<file path="src/rtl/rtc_bus_arbiter.sv">
// Two-requester round-robin arbiter driving a multiplexed RTC bus.
// Each transaction runs an address phase, a turnaround, a data phase and a
// trailing hold. Each of those four phases lasts T_PH clocks. A one-cycle
// DONE state follows before the arbiter returns to IDLE.
module rtc_bus_arbiter #(
    parameter int T_PH = 4,
    parameter int N    = 8
) (
    input  logic           clk,
    input  logic           reset,
    input  logic [1:0]     req,
    input  logic [1:0]     we,
    input  logic [2*N-1:0] addr,
    input  logic [2*N-1:0] wdata,
    output logic [1:0]     gnt,
    output logic           done,
    output logic [N-1:0]   rdata,
    output logic           busy,
    output logic           AD,
    output logic           CS,
    output logic           WR,
    output logic           RD,
    output logic [N-1:0]   bus_out,
    output logic           bus_oe,
    input  logic [N-1:0]   bus_in
);

    typedef enum logic [2:0] {
        IDLE,
        ADR,
        ADR_H,
        DAT,
        DAT_H,
        DONE
    } state_t;

    localparam logic [3:0] PH_LAST = 4'(T_PH - 1);

    state_t         state;
    state_t         state_next;
    logic [3:0]     cnt;
    logic [3:0]     cnt_next;
    logic           ph_end;
    logic           sel;
    logic           last;
    logic           we_l;
    logic [N-1:0]   addr_l;
    logic [N-1:0]   wdata_l;

    assign ph_end = (cnt == PH_LAST);

    // Round-robin pick: on contention the requester not granted last wins
    always_comb begin
        if (req == 2'b11) begin
            sel = ~last;
        end else begin
            sel = req[1];
        end
    end

    // State and phase counter register
    always_ff @(posedge clk or negedge reset) begin
        if (!reset) begin
            state <= IDLE;
            cnt   <= '0;
        end else begin
            state <= state_next;
            cnt   <= cnt_next;
        end
    end

    // Next-state sequencing and bus strobe decode
    always_comb begin
        state_next = state;
        cnt_next   = cnt;
        AD         = 1'b1;
        CS         = 1'b1;
        WR         = 1'b1;
        RD         = 1'b1;
        bus_oe     = 1'b0;
        bus_out    = '0;

        unique case (state)
            IDLE: begin
                if (|req) begin
                    state_next = ADR;
                    cnt_next   = '0;
                end
            end
            ADR: begin
                AD      = 1'b0;
                CS      = 1'b0;
                WR      = 1'b0;
                bus_oe  = 1'b1;
                bus_out = addr_l;
                if (ph_end) begin
                    state_next = ADR_H;
                    cnt_next   = '0;
                end else begin
                    cnt_next = cnt + 4'd1;
                end
            end
            ADR_H: begin
                if (ph_end) begin
                    state_next = DAT;
                    cnt_next   = '0;
                end else begin
                    cnt_next = cnt + 4'd1;
                end
            end
            DAT: begin
                CS = 1'b0;
                if (we_l) begin
                    WR      = 1'b0;
                    bus_oe  = 1'b1;
                    bus_out = wdata_l;
                end else begin
                    RD = 1'b0;
                end
                if (ph_end) begin
                    state_next = DAT_H;
                    cnt_next   = '0;
                end else begin
                    cnt_next = cnt + 4'd1;
                end
            end
            DAT_H: begin
                if (ph_end) begin
                    state_next = DONE;
                    cnt_next   = '0;
                end else begin
                    cnt_next = cnt + 4'd1;
                end
            end
            DONE: begin
                state_next = IDLE;
                cnt_next   = '0;
            end
            default: begin
                state_next = IDLE;
                cnt_next   = '0;
            end
        endcase
    end

    assign done = (state == DONE);
    assign busy = (state != IDLE);

    // Grant, transaction latches, round-robin history and read capture
    always_ff @(posedge clk or negedge reset) begin
        if (!reset) begin
            gnt     <= '0;
            last    <= 1'b1;
            we_l    <= 1'b0;
            addr_l  <= '0;
            wdata_l <= '0;
            rdata   <= '0;
        end else begin
            if (state == IDLE && (|req)) begin
                gnt     <= sel ? 2'b10 : 2'b01;
                last    <= sel;
                we_l    <= we[sel];
                addr_l  <= sel ? addr[2*N-1:N] : addr[N-1:0];
                wdata_l <= sel ? wdata[2*N-1:N] : wdata[N-1:0];
            end else if (state == DONE) begin
                gnt <= '0;
            end
            if (state == DAT && ph_end && !we_l) begin
                rdata <= bus_in;
            end
        end
    end

endmodule

</file>
<file path="config.mk">
export PLATFORM = sky130hd
export DESIGN_NAME = rtc_bus_arbiter
export DESIGN_NICKNAME = d
export VERILOG_FILES = /design/src/rtl/rtc_bus_arbiter.sv
export SDC_FILE = /design/constraint.sdc
export NUM_CORES = 1
export LEC_CHECK = 0
export BUFFER_PORTS_ARGS = -buffer_cell sky130_fd_sc_hd__buf_2
export CAP_MARGIN = 25
export CORE_AREA = 2 2 64 66
export DETAILED_ROUTE_END_ITERATION = 7
export DIE_AREA = 0 0 66 68
export GPL_ROUTABILITY_DRIVEN = 0
export GPL_TIMING_DRIVEN = 0
export PLACE_DENSITY_LB_ADDON = 0.05
export SETUP_SLACK_MARGIN = 0.05
export SLEW_MARGIN = 15
export SYNTH_ARGS = -nofsm -noshare
export SYNTH_HDL_FRONTEND = slang
export SYNTH_SLANG_ARGS = --single-unit
export TNS_END_PERCENT = 100
</file>
<file path="constraint.sdc">
create_clock -name clk -period 2.96 [get_ports clk]
set_clock_uncertainty 0.1 [all_clocks]
set_input_delay 0.592 -clock clk [delete_from_list [all_inputs] [get_ports clk]]
set_output_delay 0.592 -clock clk [all_outputs]
set_load 0.05 [all_outputs]
</file>
* Word level (Yosys, flattened, before mapping) *
Index checks and enable logic that the tools add are counted.
Widths: inputs -> output; s select.

word-level totals
  register bits after elaboration = 35
  output and inout bits = 25
  input bits = 46
  logic and storage cells = 60

operators by class
  equality and inequality tests = 12
  bitwise gates (word level) = 1
  $add $sub $neg = 1
  multiplexer cells = 26
  order comparisons = 1
  reductions and logical operators = 11

operators by type and width
  cell                 count
  $mux 8               3
  $pmux 8 s2           1
  $mux 3               5
  $pmux 3 s5           1
  $mux 1               8
  $mux 4               2
  $ne 2x2->1 const B   4
  $pmux 4 s2           1
  $eq 3x2->1 const B   2
  $eq 3x3->1 const B   2
  $mux 2               3
  $reduce_and 5->1     1
  $add 4x1->4 const B  1
  $eq 4x2->1 const B   1
  $pmux 1 s2           2
  $reduce_or 2->1      2
  $reduce_or 4->1      1
  $eq 3x1->1 const B   1
  $logic_and 1x1->1    3
  $logic_not 3->1      1
  $reduce_bool 3->1    1
  $eq 2x2->1 const B   1
  $lt 1x2->1 const B   1
  $ne 2x1->1 const B   1
  other kinds (3)      3

* Depth between registers and ports, before layout *
Gate-level depths: netlist of run 1.

  depth after elaboration = 4
  depth in mapped cells = 7
  depth with buffers taken out = 5

* Least setup slack after synthesis of run 1 *
Ideal clock, no wire load.

  path kind = flip-flop to output port
  start = register state[1]
  end = output port bus_oe
  data required time = 2.268 ns
  cell stages (with the launch flop) = 4
  arrival time = 2.253 ns
  path buffers = 0
  slack = 0.015 ns
  path through = dfrtp_1 inv_1 o21ai_0 inv_1

on the way
  longest elaborated chain between the ends = 2
  elaborated cells on any way between the ends = 3
  classes of those cells = 2 x eq/ne; 1 x mux

ends and longest elaborated chain
  item                                             RTL line  text
  from (decl)                                      39        state_t state;
  from (signal assigned)                           67        state <= state_next;
  $eq 3x2->1 / $eq 3x1->1 (equally long branches)  83        unique case (state)
  $pmux 1 s2 (*)                                   83
  to (decl)                                        24        output logic bus_oe,

Every way passes the cells marked *; elsewhere a longest branch is shown, timed or not.

* Worst setup path after layout of run 1 *
  start = register state[1]
  end = output port bus_out[1]

on the way
  longest elaborated chain between the ends = 2
  elaborated cells on any way between the ends = 3
  classes of those cells = 2 x eq/ne; 1 x mux

ends and longest elaborated chain
  item                                             RTL line  text
  $eq 3x2->1 / $eq 3x1->1 (equally long branches)  83
  $pmux 8 s2 (*)                                   83
  to (decl)                                        23        output logic [N-1:0] bus_out,

Marked as above.

==> flow_metrics.tcl, run 1 <==
set metrics [dict create \
    buf_inv_on_cp 3 \
    power.leakage_nw 1.18 \
    placement.io_buffers 70 \
    cts.root.buffer_cell "sky130_fd_sc_hd__clkbuf_8" \
    layout_common_cells "sky130_fd_sc_hd__buf_2, sky130_fd_sc_hd__dfrtp_1, sky130_fd_sc_hd__inv_1" \
    vdd_ir_max_mv 0.569 \
    post-route-period-util_pct 86.4 \
    fillers 349 \
    most_common_cell_after_layout_fill_and_taps_aside "sky130_fd_sc_hd__buf_2" \
    grt_first_pass_wirelength_mm 6.53 \
    maxClockFrequency_ghz 0.391 \
    syn_nets 202 \
    routed_wire_length_per_instance_um 14.3 \
    post_cts.resized_instances 0 \
    route.vias.total 1513 \
    grt_start_max_net_pins 36 \
    synth-warning-count 0 \
    data_arrival_critical_path_ns 1.87 \
    synthToLayoutAreaGrowth_pct 31.7 \
    number_of_nets_in_the_finished_design 279 \
    crit_path_leading_delay_family "buffers and inverters" \
    diodes 0 \
    clkLatencyLatePin_ns 0.29 \
    timing.setup.tns_ns 0 \
    final_period_minus_worst_setup_slack_ns 2.56 \
    synth_async_sr_flop_share_pct 100 \
    die_w_um 66 \
    status "finished clean" \
    path_clk_slew_ns 0.07 \
    die_h_um 68 \
    core_area_um2 3860 \
    floorplan.io_pins 71 \
    number_of_cts_inserted_buffers 5 \
    timing.critical_path.required_ns 2.27 \
    antenna_violations_before_repair 0 \
    synthCells 155 \
    drtIter0Drc 124 \
    initial_utilization_pct 43.4 \
    synth_enable_flop_cells 0 \
    setup.worst_path.end_class "primary output" \
    fp-row-count 23 \
    drt_pass1_iterations 6 \
    critical_path.max_stage_delay_ns 0.46 \
    max-slew-margin-rel_pct 47.4 \
    slowest_stage "sky130_fd_sc_hd__dfrtp_1" \
    yosys.area.top_type_share_pct 50.8 \
    deepest_clock_path_buffer_count 2 \
    hold_path.class "in -> async" \
    die_area_um2 4490 \
    clock_sink_count 35 \
    synth_seq_cells 35 \
    track_usage_pct 19.7 \
    synth_area_leaders "sky130_fd_sc_hd__dfrtp_1, sky130_fd_sc_hd__a222oi_1, sky130_fd_sc_hd__inv_1, sky130_fd_sc_hd__mux2_2, sky130_fd_sc_hd__a22oi_1" \
    post_cts_buffers 0 \
    htree_levels 2 \
    cts_tree "done" \
    crit_path_start_kind "register" \
    yosys.cell_types.count 37 \
    mappedNetlistArea_um2 1670 \
    finalSetupViolations 0 \
    synth.avg_cell_area_um2 10.8 \
    power.density_nw_per_um2 1310 \
    grt_pass1_vias 1524 \
    critical_path.max_fanout 10 \
    drtAntennaViolNets 0 \
    grt_setup_unrepaired "no" \
    timing.final.hold_violations 0 \
    route.detailed.drc 0 \
    max_slew.worst_pin.slew_ns 0.789 \
    slew_viols_final 0 \
    routed_wl_mm 4.05 \
    netlist.top_cell.by_area "sky130_fd_sc_hd__dfrtp_1" \
    worst-setup-path-type "reg -> out" \
    hpwl_mm 3.04 \
    worstPathCellList "inv_1, clkbuf_1, a22oi_1, nor2_1, buf_2" \
    globalRouteOverflowTotal 0 \
    ctsHoldBuffers 0 \
    post_drt_via_cell_ratio 5.35 \
    synth_ff_type "sky130_fd_sc_hd__dfrtp_1" \
    synth.yosys.seq_area_share_pct 52.4 \
    max_cap_viol_count 0 \
    final.hold.worst_slack_ns 0.284 \
    post_route_cells_drive_above_1_share_pct 42.9 \
]
==> cells in the mapped netlist (2+ instances only) <==
master / instances
sky130_fd_sc_hd__inv_1: 24
sky130_fd_sc_hd__o21bai_1: 3
sky130_fd_sc_hd__nor2_1: 14
sky130_fd_sc_hd__a22oi_1: 8
sky130_fd_sc_hd__clkbuf_1: 2
sky130_fd_sc_hd__and3_1: 2
sky130_fd_sc_hd__buf_2: 3
sky130_fd_sc_hd__buf_6: 2
sky130_fd_sc_hd__o21ai_0: 3
sky130_fd_sc_hd__nor3_2: 2
sky130_fd_sc_hd__o2bb2ai_1: 2
sky130_fd_sc_hd__mux2_2: 7
sky130_fd_sc_hd__nand2_1: 8
sky130_fd_sc_hd__nand3_1: 3
sky130_fd_sc_hd__a222oi_1: 17
sky130_fd_sc_hd__dfrtp_1: 34
==> final timing paths <==
path | slack, ns | start | depth (start not counted) | end
worst min register to register | 0.40 | rdata[2] | 1 | rdata[2]
max in group asynchronous | 1.97 | reset | 1 | gnt[0]
worst min-delay path | 0.28 | reset | 1 | state[2]
min in group clk | 0.40 | rdata[2] | 1 | rdata[2]
worst max register to register | 1.02 | state[2] | 5 | addr_l[3]
worst max-delay path | 0.40 | state[1] | 5 | bus_out[1]
==> metal layers <==
metal  part of all wire (%)  track usage (%)
met2                     49             35.0
met3                    8.5             6.58
met5                      0                0
met4                    1.4             9.44
met1                     41             21.2
==> logic make-up after synthesis <==
kind of cell | count (synthesis) | share of synthesized area, %
AO/OA/AOI/OAI | 39 | 19.7
flip-flops | 35 | 52.4
buffers and inverters | 33 | 9.19
multiplexers | 8 | 5.38
AND/OR/NAND/NOR | 37 | 11.4
adder cells (fa/ha/maj) | 2 | 1.35
XOR/XNOR | 1 | 0.523
==> power by group <==
part           internal [mW]  switching (mW)  leakage [nW]
sequential             0.704           0.137         0.429
combinational          0.483            1.12         0.690
clock                  0.272           0.173        0.0612
total                   1.46            1.43          1.18
==> sequential cells by signal, indices dropped and copies added, names as in the netlist <==
register and count:
rdata 8, last 1, wdata_l 8, cnt 4, we_l 1, state 3, gnt 2, addr_l 8
==> stage by stage <==
step / utilization [%] / area (um^2) / std cells / setup WS, ns / power [mW]
6_report: 57.2 / 2200 / 283 / 0.402 / 2.89
5_1_grt: 57.2 / 2200 / 283 / 0.206 / 3.07
4_1_cts: 57.2 / 2200 / 283 / 0.380 / 2.91
3_5_place_dp: 54.1 / 2090 / 275 / 0.709 / 2.46
3_3_place_gp: 54.1 / 2090 / 275 / 0.706 / 2.42
2_1_floorplan: - / 1670 / 155 / 0.528 / 2.08
==> worst register-to-register path, stage by stage (launching register included) <==
cell and delay, ns:
sky130_fd_sc_hd__dfrtp_1 0.47, sky130_fd_sc_hd__nor3_2 0.30, sky130_fd_sc_hd__o21ai_1 0.33, sky130_fd_sc_hd__buf_6 0.26
sky130_fd_sc_hd__a222oi_1 0.30, sky130_fd_sc_hd__inv_1 0.07
==> layout make-up <==
cell class              count  area, um^2  area share, %
repair buffers             70         350           15.9
well taps                  50        62.6           2.84
clock inverters             2        35.0           1.59
plain buffers               8        60.1           2.72
clock buffers               6        82.6           3.75
multi-input cells          87         643           29.2
inverters                  25        93.8           4.26
flip-flops and latches     35         877           39.8
Power figures use the tool's default switching activity.
==> inputs of run 2 (changes only) <==
--- a/config.mk
+++ b/config.mk
@@ -5,13 +5,14 @@
 export SDC_FILE = /design/constraint.sdc
 export NUM_CORES = 1
 export LEC_CHECK = 0
+export ABC_AREA = 1
 export BUFFER_PORTS_ARGS = -buffer_cell sky130_fd_sc_hd__buf_2
 export CAP_MARGIN = 25
-export CORE_AREA = 2 2 64 66
+export CORE_AREA = 2 2 68 70
+export CTS_CLUSTER_DIAMETER = 50
 export DETAILED_ROUTE_END_ITERATION = 7
-export DIE_AREA = 0 0 66 68
+export DIE_AREA = 0 0 70 72
 export GPL_ROUTABILITY_DRIVEN = 0
-export GPL_TIMING_DRIVEN = 0
 export PLACE_DENSITY_LB_ADDON = 0.05
 export SETUP_SLACK_MARGIN = 0.05
 export SLEW_MARGIN = 15
==> flow_metrics.tcl, run 2 <==
set metrics [dict create \
    status "finished clean" \
    synth.avg_cell_area_um2 8.20 \
    grt_setup_unrepaired "no" \
    die_w_um 70 \
    path_clk_slew_ns 0.07 \
    syn_nets 280 \
    r2r_end "cnt[2]" \
    critical_path.max_stage_delay_ns 0.50 \
    placement.io_buffers 70 \
    fp-row-count 24 \
    drtIter0Drc 103 \
    synth_area_leaders "sky130_fd_sc_hd__dfrtp_1, sky130_fd_sc_hd__nand3_1, sky130_fd_sc_hd__nand2_1, sky130_fd_sc_hd__nand4_1, sky130_fd_sc_hd__nand2_2" \
    reg.largest.list "addr_l: 8 flops, rdata: 8 flops, wdata_l: 8 flops" \
    finalSetupViolations 0 \
    worstRegToRegCells 6 \
    slowest_stage "sky130_fd_sc_hd__dfrtp_1" \
    synth_seq_cells 35 \
    slew_viols_final 0 \
    crit_path_leading_delay_family "simple AND/OR/NAND/NOR gates" \
    crit_path_start_kind "register" \
    post_cts_buffers 0 \
    timing.critical_path.required_ns 2.27 \
    power.share.switching_pct 54.6 \
    max-slew-margin-rel_pct 48.5 \
    drt_pass1_iterations 4 \
    synth_enable_flop_cells 0 \
    post_cts.resized_instances 0 \
    yosys.area.top_type_share_pct 44.5 \
    netlist.top_cell.by_area "sky130_fd_sc_hd__dfrtp_1" \
    worst-r2r-setup-slack_ns 1.21 \
    die_area_um2 5040 \
    yosys.cell_types.count 24 \
    worstReg2RegStart "state[1]" \
    track_usage_pct 20.3 \
    synth_async_sr_flop_share_pct 100 \
    met3_usage_pct 5.00 \
    routed_wl_mm 4.73 \
    post_route_cells_drive_above_1_share_pct 33.6 \
    synth.yosys.seq_area_share_pct 45.9 \
    post-route-util_pct 54.3 \
    grt_pass1_vias 1798 \
    layout_common_cells "sky130_fd_sc_hd__buf_2, sky130_fd_sc_hd__nand3_1, sky130_fd_sc_hd__nand2_1" \
    grt_util_met1_pct 24.9 \
    power_share_of_the_sequential_group_pct 31.4 \
    hold_path.class "in -> async" \
    share_of_total_power_in_the_clock_network_pct 11.7 \
    route.vias.total 1807 \
    netlist_top_cells_count "sky130_fd_sc_hd__nand3_1, sky130_fd_sc_hd__nand2_1, sky130_fd_sc_hd__dfrtp_1, sky130_fd_sc_hd__nand4_1, sky130_fd_sc_hd__nand2_2" \
    power.share.combinational_pct 56.9 \
    hpwl_mm 3.39 \
    core_area_um2 4260 \
    die_h_um 72 \
    clkLatencyLatePin_ns 0.28 \
    maxClockFrequency_ghz 0.404 \
    critical_path.max_fanout 11 \
    timing.setup.tns_ns 0 \
    deepest_clock_path_buffer_count 2 \
    internal_power_mw 1.27 \
    max_slew.worst_pin.slew_ns 0.773 \
    floorplan.io_pins 71 \
    route.detailed.drc 0 \
    yosysMostFrequentCell "sky130_fd_sc_hd__nand3_1" \
    data_arrival_critical_path_ns 1.78 \
    worstPathCellList "inv_2, nand3_2, nor2_4, nor2_2, inv_1, buf_2" \
    mappedNetlistArea_um2 1910 \
    fillers 426 \
    synth_ff_type "sky130_fd_sc_hd__dfrtp_1" \
    p_sw_mw 1.53 \
    htree_levels 2 \
    ctsHoldBuffers 0 \
    antenna_violations_before_repair 0 \
    synthToLayoutAreaGrowth_pct 21.3 \
    globalRouteOverflowTotal 0 \
    timing.final.hold_violations 0 \
    power.leakage_nw 1.17 \
    final_period_minus_worst_setup_slack_ns 2.47 \
    met2_usage_pct 36.0 \
    worst-setup-path-type "reg -> out" \
    number_of_nets_in_the_finished_design 344 \
    max_cap_viol_count 0 \
    busiest_layer_in_global_routing "met2" \
    routed_wire_length_per_instance_um 13.5 \
    vdd_ir_max_mv 0.760 \
    post-route-period-util_pct 83.5 \
    grt_start_max_net_pins 36 \
    drtAntennaViolNets 0 \
    post_drt_via_cell_ratio 5.16 \
    synth-warning-count 0 \
    number_of_cts_inserted_buffers 5 \
    cts_tree "done" \
    power.density_nw_per_um2 1210 \
    grt_first_pass_wirelength_mm 8.14 \
    synthCells 233 \
    most_common_cell_after_layout_fill_and_taps_aside "sky130_fd_sc_hd__buf_2" \
    setup.worst_path.end_class "primary output" \
    cts.root.buffer_cell "sky130_fd_sc_hd__clkbuf_8" \
    buf_inv_on_cp 3 \
    clock_sink_count 35 \
    diodes 0 \
    initial_utilization_pct 44.8 \
]
[run 2: changes by cell type after synthesis, sizes merged, moves of 3 or more]
cell / delta
a222oi: -17
a22oi: -8
buf: +4
inv: -15
mux2: -8
nand2: +62
nand3: +57
nand4: +18
nor2: -3
nor3: -3
o21ai: +6
o21bai: -3
[run 2: how the worst max path moves through the flow]
stage,start,to,cells after the start
2_1_floorplan,state[2],bus_out[0],4
3_3_place_gp,state[2],WR,6
3_5_place_dp,state[2],WR,6
4_1_cts,state[2],WR,6
5_1_grt,state[2],WR,6
6_report,state[2],WR,6
[run 2: logic make-up after synthesis]
| kind of cell | after synthesis | synth area share [%] |
|---|---|---|
| simple gates | 161 | 42.9 |
| fa+ha+maj | 1 | 0.655 |
| buf+inv | 23 | 6.75 |
| flops | 35 | 45.9 |
| xor+xnor | 2 | 0.917 |
| compound gates | 11 | 2.88 |
[run 2: cell type report]
| cell class | count | area (um^2) | area share (%) |
|---|---|---|---|
| multi-input combinational | 175 | 905 | 39.0 |
| inverter | 10 | 40.0 | 1.73 |
| timing repair buffer | 70 | 350 | 15.1 |
| sequential | 35 | 877 | 37.9 |
| clock buffer | 8 | 80.1 | 3.46 |
| tap | 52 | 65.1 | 2.81 |
[run 2: per-layer routing]
metal	vias up	part of all wire, %
li1	921	-
met1	842	43
met2	42	52
met3	2	4.5
met4	0	0.28
met5	-	0
[run 2: through the flow]
stage | cell area, um^2 | hold WS, ns | total power [mW] | cells | setup WS [ns]
detailed placement | 2240 | 0.354 | 2.50 | 342 | 0.800
finish | 2320 | 0.279 | 2.81 | 350 | 0.488
global route | 2320 | 0.346 | 3.03 | 350 | 0.363
global placement | 2240 | 0.350 | 2.50 | 342 | 0.809
CTS | 2320 | 0.312 | 2.84 | 350 | 0.485
floorplan | 1910 | 0.196 | 2.18 | 233 | 0.351
[run 2: power groups by stage]
stage / combinational [mW] / sequential [mW] / clock (mW)
2_1_floorplan: 1.15 / 1.03 / 0
3_3_place_gp: 1.61 / 0.889 / 0
3_5_place_dp: 1.61 / 0.890 / 0
4_1_cts: 1.61 / 0.884 / 0.337
5_1_grt: 1.75 / 0.916 / 0.357
6_report: 1.60 / 0.881 / 0.328
==> inputs of run 3 (changes only) <==
--- a/config.mk
+++ b/config.mk
@@ -5,13 +5,13 @@
 export SDC_FILE = /design/constraint.sdc
 export NUM_CORES = 1
 export LEC_CHECK = 0
-export ABC_AREA = 1
+export ABC_AREA = 0
 export BUFFER_PORTS_ARGS = -buffer_cell sky130_fd_sc_hd__buf_2
 export CAP_MARGIN = 25
-export CORE_AREA = 2 2 68 70
+export CORE_AREA = 2 2 67 69
 export CTS_CLUSTER_DIAMETER = 50
 export DETAILED_ROUTE_END_ITERATION = 7
-export DIE_AREA = 0 0 70 72
+export DIE_AREA = 0 0 69 71
 export GPL_ROUTABILITY_DRIVEN = 0
 export PLACE_DENSITY_LB_ADDON = 0.05
 export SETUP_SLACK_MARGIN = 0.05
==> constraint.sdc (replaced) <==
create_clock -name clk -period 2.1 [get_ports clk]
set_clock_uncertainty 0.1 [all_clocks]
set_input_delay 0.42 -clock clk [delete_from_list [all_inputs] [get_ports clk]]
set_output_delay 0.42 -clock clk [all_outputs]
set_load 0.05 [all_outputs]
==> flow_metrics.tcl, run 3 (synthesis results as in run 1) <==
set metrics [dict create \
    status "finished clean" \
    grt_pass1_vias 1482 \
    die_h_um 71 \
    met2WireLength_mm 2.18 \
    hpwl_mm 3.03 \
    timing.final.ws_setup_ns 0.0966 \
    internal_power_mw 2.06 \
    number_of_nets_in_the_finished_design 281 \
    setup.worst_path.end_class "primary output" \
    die_area_um2 4900 \
    critical_path.max_fanout 8 \
    crit_path_frequent_cell "sky130_fd_sc_hd__buf_4" \
    finalSetupViolations 0 \
    max_cap_viol_count 0 \
    layout_common_cells "sky130_fd_sc_hd__buf_2, sky130_fd_sc_hd__dfrtp_1, sky130_fd_sc_hd__inv_1" \
    diodes 0 \
    clkLatencyLatePin_ns 0.29 \
    globalRouteOverflowTotal 0 \
    slowest_stage "sky130_fd_sc_hd__dfrtp_2" \
    fillers 401 \
    post-route-period-util_pct 95.4 \
    routed_wire_length_per_instance_um 15.2 \
    post_route_cells_drive_above_1_share_pct 48.5 \
    routed_wl_mm 4.37 \
    fp-row-count 24 \
    path_clk_slew_ns 0.08 \
    drtIter0Drc 161 \
    power.leakage_nw 1.17 \
    placement.io_buffers 70 \
    power.density_nw_per_um2 1830 \
    highest_signal_layer "met4" \
    routedLengthMet1_mm 1.83 \
    worst-r2r-setup-slack_ns 0.37 \
    critical_path.max_stage_delay_ns 0.45 \
    drtAntennaViolNets 0 \
    finalNonFillerCells 287 \
    clock_sink_count 35 \
    max_slew.worst_pin.slew_ns 0.782 \
    reg.largest.list "addr_l: 8 flops, rdata: 8 flops, wdata_l: 8 flops" \
    track_usage_pct 18.2 \
    share_of_total_power_in_the_clock_network_pct 11.6 \
    power.share.switching_pct 50.8 \
    floorplan.io_pins 71 \
    drt_pass1_iterations 5 \
    cts_tree "done" \
    final_period_minus_worst_setup_slack_ns 2.00 \
    worstPathCellList "buf_4, and2_4, a22oi_2, nor2_1, buf_4" \
    placed_cell_area_um2 2080 \
    vdd_ir_max_mv 0.839 \
    synthToLayoutAreaGrowth_pct 36.3 \
    p_sw_mw 2.13 \
    layout.cell_area.non_filler_um2 2280 \
    htree_levels 2 \
    numPlacedInstances 275 \
    maxClockFrequency_ghz 0.499 \
    max-slew-margin-rel_pct 47.9 \
    met3RoutedLength_um 287 \
    source_of_the_critical_timing_path "state[1]" \
    cts.root.buffer_cell "sky130_fd_sc_hd__clkbuf_8" \
    die_w_um 69 \
    route.detailed.drc 0 \
    grt_setup_unrepaired "yes" \
    route.vias.total 1524 \
    grt_first_pass_wirelength_mm 6.96 \
    data_arrival_critical_path_ns 1.48 \
    dpl_worst_slack_ns 0.235 \
    worst-setup-path-type "reg -> out" \
    ctsHoldBuffers 0 \
    initial_utilization_pct 39.8 \
    timing.setup.tns_ns 0 \
    deepest_clock_path_buffer_count 2 \
    worstReg2RegStart "state[1]" \
    timing.critical_path.required_ns 1.58 \
    timing.final.hold_violations 0 \
    layout.area.seq_um2 880 \
    post-route-util_pct 54.3 \
    number_of_cts_inserted_buffers 5 \
    hold_path.class "in -> async" \
    grt_start_max_net_pins 36 \
    crit_path_start_kind "register" \
    core_area_um2 4200 \
    power.share.combinational_pct 59.4 \
    most_common_cell_after_layout_fill_and_taps_aside "sky130_fd_sc_hd__buf_2" \
    slew_viols_final 0 \
    power_share_of_the_sequential_group_pct 28.9 \
    antenna_violations_before_repair 0 \
    multiInputGateArea_um2 688 \
    post_drt_via_cell_ratio 5.31 \
]
run 3: metrics by stage:
| stage | total power, mW | hold slack [ns] |
|---|---|---|
| 6_report | 4.18 | 0.103 |
| 5_1_grt | 4.44 | 0.170 |
| 3_5_place_dp | 3.46 | 0.380 |
| 4_1_cts | 4.04 | 0.130 |
| 3_3_place_gp | 3.41 | 0.371 |
| 2_1_floorplan | 2.94 | 0.0244 |
run 3: path summary, 6_finish.rpt:
path / to / cells past startpoint
min in group clk: rdata[2] / 2
max in group asynchronous: state[2] / 1
min: state[0] / 1
max: bus_out[2] / 5
min reg2reg: rdata[2] / 1
max reg2reg: addr_l[7] / 6
run 3: timing repair:
action	CTS	global route
buffers inserted	1	2
resized for setup	9	21
gates cloned	1	0
endpoints found under the setup margin	13	12
pin swaps	0	2
run 3: area by class of cell:
| type | instances | share of cell area, % |
|---|---|---|
| Sequential cell | 35 | 38.5 |
| Multi-Input combinational cell | 87 | 30.2 |
| Timing Repair Buffer | 79 | 20.0 |
| Inverter | 25 | 4.28 |
| Clock buffer | 5 | 3.02 |
| Tap cell | 52 | 2.85 |
| Clock inverter | 3 | 0.877 |
| Timing Repair inverter | 1 | 0.329 |
run 3: per-layer routing:
metal / vias up / global-route usage [%]
met5: - / 0
met4: 0 / 7.19
met3: 8 / 5.13
met2: 56 / 29.3
met1: 736 / 23.3
li1: 724 / -
run 3: power by group through the flow:
stage / clock network [mW] / registers [mW] / logic, mW
final: 0.486 / 1.21 / 2.49
after global routing: 0.536 / 1.25 / 2.65
after CTS: 0.506 / 1.20 / 2.34
after detailed placement: 0 / 1.19 / 2.27
after global placement: 0 / 1.18 / 2.22
after floorplan: 0 / 1.50 / 1.44
run 3: worst max-delay path: cells and delay by family (launching register included):
kind                   cells  cell delay (ns)
and+or+nand+nor            2             0.26
DFF                        1             0.45
AOI/OAI and AO/OA          1             0.13
buffers and inverters      2             0.35
